[config.mk]
export PLATFORM = sky130hd
export DESIGN_NAME = alu_rr_scheduler
export DESIGN_NICKNAME = d
export VERILOG_FILES = /design/src/rtl/alu_rr_scheduler.sv
export SDC_FILE = /design/constraint.sdc
export NUM_CORES = 1
export LEC_CHECK = 0
export ABC_AREA = 1
export ABC_CLOCK_PERIOD_IN_PS = 2280
export BUFFER_PORTS_ARGS = -buffer_cell sky130_fd_sc_hd__buf_2
export CELL_PAD_IN_SITES_DETAIL_PLACEMENT = 0
export CELL_PAD_IN_SITES_GLOBAL_PLACEMENT = 1
export CORE_MARGIN = 10
export CORE_UTILIZATION = 30
export DETAILED_ROUTE_END_ITERATION = 6
export PLACE_DENSITY = 0.83
export SETUP_SLACK_MARGIN = 0.1
export SYNTH_ARGS = -nofsm -noshare
export SYNTH_HDL_FRONTEND = slang
export SYNTH_SLANG_ARGS = --single-unit
[constraint.sdc]
create_clock -name clk -period 2.28 [get_ports clk]
set_clock_uncertainty 0.15 [all_clocks]
set_input_delay 0.456 -clock clk [delete_from_list [all_inputs] [get_ports clk]]
set_output_delay 0.456 -clock clk [all_outputs]
set_load 0.02 [all_outputs]
[src/rtl/alu_rr_scheduler.sv]
// alu_rr_scheduler: round-robin arbiter sharing one add/sub/mul/and ALU, one op in flight
module alu_rr_scheduler #(
    parameter int NUM_REQ = 4,
    parameter int WIDTH = 4,
    localparam int ID_W = $clog2(NUM_REQ)
) (
    input  logic                     clk,
    input  logic                     rst_n,
    input  logic [NUM_REQ-1:0]       req_valid,
    output logic [NUM_REQ-1:0]       req_ready,
    input  logic [2*NUM_REQ-1:0]     req_mode,
    input  logic [WIDTH*NUM_REQ-1:0] req_a,
    input  logic [WIDTH*NUM_REQ-1:0] req_b,
    output logic                     rsp_valid,
    input  logic                     rsp_ready,
    output logic [WIDTH-1:0]         rsp_result,
    output logic [ID_W-1:0]          rsp_id,
    output logic                     busy
);
    typedef enum logic [1:0] {IDLE, EXEC, RESP} state_t;
    state_t state;
    logic [ID_W-1:0] rr_ptr, grant, id_q;
    logic found;
    logic [1:0] mode_q;
    logic [WIDTH-1:0] a_q, b_q, alu;
    // Descending scan so the closest requester at or after rr_ptr wins
    always_comb begin
        grant = rr_ptr;
        found = 1'b0;
        for (int k = NUM_REQ - 1; k >= 0; k--) begin
            if (req_valid[(int'(rr_ptr) + k) % NUM_REQ]) begin
                grant = ID_W'((int'(rr_ptr) + k) % NUM_REQ);
                found = 1'b1;
            end
        end
    end
    always_comb begin
        req_ready = '0;
        if (rst_n && state == IDLE && found) req_ready[grant] = 1'b1;
    end
    always_comb alu = mode_q == 2'b00 ? a_q + b_q :
                      mode_q == 2'b01 ? a_q - b_q :
                      mode_q == 2'b10 ? a_q * b_q : a_q & b_q;
    assign busy = state != IDLE;
    always_ff @(posedge clk) begin
        if (!rst_n) begin
            state <= IDLE;
            rr_ptr <= '0;
            rsp_valid <= 1'b0;
            rsp_result <= '0;
            rsp_id <= '0;
            id_q <= '0;
            mode_q <= '0;
            a_q <= '0;
            b_q <= '0;
        end else begin
            case (state)
                IDLE: if (found) begin
                    mode_q <= req_mode[int'(grant)*2 +: 2];
                    a_q <= req_a[int'(grant)*WIDTH +: WIDTH];
                    b_q <= req_b[int'(grant)*WIDTH +: WIDTH];
                    id_q <= grant;
                    rr_ptr <= grant == ID_W'(NUM_REQ - 1) ? '0 : grant + 1'b1;
                    state <= EXEC;
                end
                EXEC: begin
                    rsp_result <= alu;
                    rsp_id <= id_q;
                    rsp_valid <= 1'b1;
                    state <= RESP;
                end
                RESP: if (rsp_ready) begin
                    rsp_valid <= 1'b0;
                    state <= IDLE;
                end
                default: state <= IDLE;
            endcase
        end
    end
endmodule

# Word-level counts from Yosys, hierarchy flattened
# Cells that the tools add are included.
dict set report totals {
  elab_cells 80
  output_inout_bits 12
  regBits 23
}
dict set report classes {
  n_eq_ne 7
  reduce_logical 13
  shift 3
  mul 1
  bitwise_logic 4
  add_sub_neg 6
  n_mux 31
  order_cmp 6
}
# cell count
set op_table {}
lappend op_table {{variable part select 16 x 5 -> 4 bit} 2}
lappend op_table {{2-to-1 mux 4 bit} 4}
lappend op_table {{2-to-1 mux 2 bit} 7}
lappend op_table {{2-to-1 mux 1 bit} 13}
lappend op_table {{< comparator 3 x 4 -> 1 bit, second input constant} 3}
lappend op_table {{binary-select mux 1 bit (select 2 bit)} 4}
lappend op_table {{variable part select 8 x 4 -> 2 bit} 1}
lappend op_table {{== test 2 bit, second input constant} 3}
lappend op_table {{< comparator 2 x 3 -> 1 bit, second input constant} 2}
lappend op_table {{one-hot mux 2 bit (3 select lines)} 1}
lappend op_table {{AND reduction 2 bit} 3}
lappend op_table {{OR reduction 2 bit} 3}
lappend op_table {{adder 2 x 1 -> 2 bit, second input constant} 2}
lappend op_table {{adder 2 bit, second input constant} 2}
lappend op_table {{adder 4 bit} 1}
lappend op_table {{AND 4 bit} 1}
lappend op_table {{== test 2 x 1 -> 1 bit, second input constant} 2}
lappend op_table {{logical NOT 2 bit} 2}
lappend op_table {{multiplier 4 x 4 -> 4 bit} 1}
lappend op_table {{inequality test 2 bit, second input constant} 2}
lappend op_table {{nonzero test 2 bit} 2}
lappend op_table {{subtractor 4 bit} 1}
lappend op_table {{AND 1 bit, first input constant} 3}
lappend op_table {{logical AND 1 bit} 3}
lappend op_table {{other kinds (3)} 3}

# Longest topological paths before layout
dict set report depth {
  depth_word 15
  depth_mapped 15
}

# Least setup slack after synthesis
# Ideal clock, no wire load.
dict set report synth_path {
  kind {input -> output}
  startpoint {in req_valid[1]}
  endpoint {out req_ready[1]}
  arrival_time_ns 1.745
  setup_slack_ns -0.071
  path_buffers 1
  cell_stages 15
  cell_sequence {inv_1 -> nand2_1 -> nand3_2 -> nand2_1 -> inv_2 -> nand2_2 -> nand2_4 -> nand2_4 -> nand2_4 -> nand2_4 -> buf_6 -> inv_2 -> ha_1 -> inv_1 -> nor2_1}
}
dict set report synth_between {
  elab_chain_len 12
}
# element line
set synth_lines {}
lappend synth_lines {{start: declaration} 9} ;# input logic [NUM_REQ-1:0] req_valid,
lappend synth_lines {{binary-select mux 1 bit (select 2 bit)} 31} ;# if (req_valid[(int'(rr_ptr) + k) % NUM_REQ]) begin
lappend synth_lines {{2-to-1 mux 1 bit (not written as such) (2 in a row)} 31}
lappend synth_lines {{2-to-1 mux 2 bit (3 in a row)} 31}
lappend synth_lines {{2-to-1 mux 2 bit *} 31}
lappend synth_lines {{net grant[0]} 22} ;# logic [ID_W-1:0] rr_ptr, grant, id_q;
lappend synth_lines {{< comparator 2 x 3 -> 1 bit (not written as such) or greater-or-equal comparator 2 x 1 -> 1 bit (tied branches)} 39} ;# if (rst_n && state == IDLE && found) req_ready[grant] = 1'b1;
lappend synth_lines {{logical AND 1 bit (not written as such)} 39}
lappend synth_lines {{2-to-1 mux 1 bit (not written as such)} 39}
lappend synth_lines {{demux 1 bit (select 2 bit) *} 39}
lappend synth_lines {{2-to-1 mux 4 bit *} 39}
lappend synth_lines {{end: declaration} 10} ;# output logic [NUM_REQ-1:0] req_ready,
# The timed path passes the listed nets; every way through them passes the cells marked *. The select of a mux whose other input is x is not followed.

# Worst setup path after layout
dict set report layout_path {
  startpoint {reg rr_ptr[0]}
  endpoint {out req_ready[2]}
}
dict set report layout_between {
  elab_chain_len 13
}
# element line
set layout_lines {}
lappend layout_lines {{start: declaration} 22}
lappend layout_lines {{start signal: assignment} 63} ;# rr_ptr <= grant == ID_W'(NUM_REQ - 1) ? '0 : grant + 1'b1;
lappend layout_lines {{adder 2 bit} {31, 32}}
lappend layout_lines {{binary-select mux 1 bit (select 2 bit)} 31}
lappend layout_lines {{2-to-1 mux 1 bit (not written as such) (2 in a row)} 31}
lappend layout_lines {{2-to-1 mux 2 bit (4 in a row)} 31}
lappend layout_lines {{< comparator 2 x 3 -> 1 bit (not written as such) or greater-or-equal comparator 2 x 1 -> 1 bit (tied branches)} 39}
lappend layout_lines {{logical AND 1 bit (not written as such)} 39}
lappend layout_lines {{2-to-1 mux 1 bit (not written as such)} 39}
lappend layout_lines {{demux 1 bit (select 2 bit)} 39}
lappend layout_lines {{2-to-1 mux 4 bit *} 39}
# Mark *: on every way between the ends. The rest lies on a longest branch, timed or not. The select of a mux whose other input is x is not followed.

==> impl_results.md <==
* Total clock sinks at 23
* Clk_lat worst skew at 0.26 ns
* Achievable frequency at 406 MHz
* Yosys Warn Count at 0
* Pwr/cell area at 1500 nW/um2
* Post-synthesis register bit count at 23
* CTS buffer count at 3
* Post-synthesis mux area share at 0%
* Tmin final at 2.46 ns
* Commonest non-fill, non-tap cell in the layout: nand3_1
* Via count at 2,199
* Initial antenna violation count at 0
* Seq/Total Area, Yosys at 23.0%
* Fin Hold WS at 0.252 ns
* Share of layout cells above drive strength 1 at 40.3%
* Drt pass-1 iters at 4
* Starting Density at 31.2%
* Area Growth Syn to Fin at 42.7%
* Outcome: finished, violations left
* Post-DRT Antenna Nets at 0
* Max Slew Vio Count at 0
* CP required at 1.67 ns
* RePlAce Congestion at 0.823
* Measured slew at the worst slew-check pin at 0.622 ns
* Slew headroom at 58.4%
* IO Port Bufs at 58
* Nets at 450
* Post-synthesis compound-gate area fraction at 14.8%
* Final WL at 5690 um
* Die area at 10,300 um2
* Final core occ at 44.5%
* Nature of the critical path endpoint: primary output
* Pin count of the biggest net entering global routing at 25
* XOR/XNOR Fraction of Synth Area at 3.50%
* Synth Area in Simple Gates at 35.6%
* Syn_area_per_cell at 6.63 um2
* Reg2reg path depth at 9
* Largest family of logic cells by synthesized area: simple AND/OR/NAND/NOR gates
* Crit Path Class: flip-flop to primary output
* Worst reg2reg startpoint: b_q[1]
* RSZ-0062 raised after global routing: yes
* Critical Path AT at 1.86 ns
* DR vias/cell at 4.76
* DR WL/cell at 12.3 um
* Post-synth net total at 366
* Hold path start: rsp_ready
* Area of the core at 6420 um2
* Final cycle utilization of the critical path at 108%
* GRT overflow at 0
* Leakage power at 1.42 nW
* Number of I/O pins at 59
* Synth area leaders: dfxtp_1, nand3_1, nand2_1, ha_1, inv_1
* Commonest cells after routing, fill and taps aside: nand3_1, buf_2, nand2_1
* R2r setup slk at 0.21 ns
* Final WS setup at -0.184 ns
* Post-Syn Area at 2000 um2
* Post-synth top area cell: dfxtp_1
* Crit start category: flip-flop
* CTS tree: built
* Worst hold endpoint: rsp_valid
* Cell Rows at 29
* Max-cap violations at 0
* Reg2reg end: rsp_result[3]
* Die W at 102 um
* # hold bufs at CTS at 0
* Top cell type's share of synthesized area at 23.0%
* DP HPWL at 4460 um
* Die Y at 102 um
* Ant diodes at 0
* Failing checks: negative setup slack
* Worst vdd ir at 0.000590 V
* Number of global-route vias before repair at 2,264
* Post-synthesis adder-cell area fraction at 11.4%
* Iter 0 DRT Violations at 82
* Post-synth cell types at 29
* Final setup vio count at 4
* First-pass GRT wire length at 9760 um
* Mapped Cells at 302
* H-tree levels at 1
* Worst Hold Depth at 2
* Root buffer cell: clkbuf_8
* Register clock-pin slew on the reported worst setup and hold paths at 0.08 ns
* Total track usage at 11.1%
* Final hold violations at 0
* HP Class: input port to flip-flop
* CP Max Fanout at 4
* Longest Clk Path Bufs at 2
* DRC viols at 0
==> worst max path at each step <==
| stage | startpoint | endpoint | slack [ns] | cells after the start |
|---|---|---|---|---|
| finish | rr_ptr[0] | req_ready[2] | -0.18 | 14 |
| global route | rr_ptr[0] | req_ready[1] | -0.29 | 15 |
| CTS | rr_ptr[0] | req_ready[0] | -0.17 | 14 |
| detailed placement | req_valid[3] | req_ready[3] | -0.08 | 16 |
| global placement | req_valid[3] | req_ready[3] | -0.06 | 16 |
| floorplan | req_valid[1] | req_ready[3] | 0.07 | 14 |
==> per-layer routing <==
metal / wire, um / global-route usage, % / vias up / part of all wire (%)
li1: - / - / 1158 / -
met2: 2440 / 17.8 / 64 / 43
met5: 0 / 0 / - / 0
met3: 349 / 2.72 / 4 / 6.1
met4: 30 / 1.32 / 0 / 0.53
met1: 2870 / 15.1 / 973 / 50
==> per-stage QoR <==
stage	setup TNS [ns]	total power, mW	setup WS (ns)	cells	instance area, um2
after global routing	-1.16	4.75	-0.294	462	2860
after detailed placement	-0.273	3.51	-0.0772	448	2530
final	-0.714	4.30	-0.184	462	2860
after CTS	-0.672	4.15	-0.172	461	2770
after floorplan	0	2.80	0.0737	302	2040
after global placement	-0.170	3.48	-0.0563	448	2530
==> synthesized netlist by cell type <==
cell type	instances
nand3_1	60
nand2_1	58
inv_1	30
dfxtp_1	23
o21ai_0	22
a21oi_1	20
nor2_1	18
ha_1	15
inv_2	7
nand2_2	6
xor2_1	6
buf_2	5
buf_6	5
clkbuf_1	4
nand2_4	4
a21oi_2	2
fa_1	2
nand3_2	2
o211ai_1	2
xnor2_1	2
a21boi_1	1
a311oi_1	1
nand3_4	1
nand3b_1	1
o2111ai_1	1
o21a_1	1
o21ai_1	1
o21ai_2	1
o21bai_1	1
==> state kept, by name, indices dropped and copies added, names as in the netlist <==
register / flops
a_q: 4
b_q: 4
rsp_result: 4
id_q: 2
mode_q: 2
rr_ptr: 2
rsp_id: 2
state: 2
rsp_valid: 1
==> critical path, stage by stage, from the launching register on <==
cell	delay, ns
dfxtp_4	0.37
buf_4	0.14
nand2_1	0.05
nand2_1	0.08
nand2_1	0.08
nand2_1	0.06
inv_2	0.08
nand2_4	0.07
nand2_4	0.07
nand2_4	0.06
nand2_4	0.09
ha_2	0.18
inv_2	0.04
nor2_4	0.10
buf_6	0.12
==> power by group <==
group | internal, mW | switching, mW | total [mW] | leakage, nW
Sequential | 0.577 | 0.132 | 0.709 | 0.192
Clock | 0.125 | 0.130 | 0.255 | 0.0228
Combinational | 1.43 | 1.90 | 3.33 | 1.21
==> repair_timing <==
item,CTS,global route
resized for setup,36,17
setup endpoints to repair,6,9
endpoints found under the hold margin,0,0
setup buffers,9,2
pin swaps,22,4
==> kinds of logic after synthesis <==
| logic type | after synthesis |
|---|---|
| xor gates and xnor gates | 8 |
| buffers and inverters | 51 |
| and+or+nand+nor | 150 |
| adders and majority gates | 17 |
| AOI/OAI and AO/OA | 53 |
| DFF | 23 |
==> cell type report <==
type	instances	area (um2)
clock buffers	4	45.0
flip-flops and latches	23	467
well taps	77	96.3
inverters	37	146
multi-input cells	228	1500
fillers	657	3560
repair buffers	93	602
(Power assumes the default switching activity.)
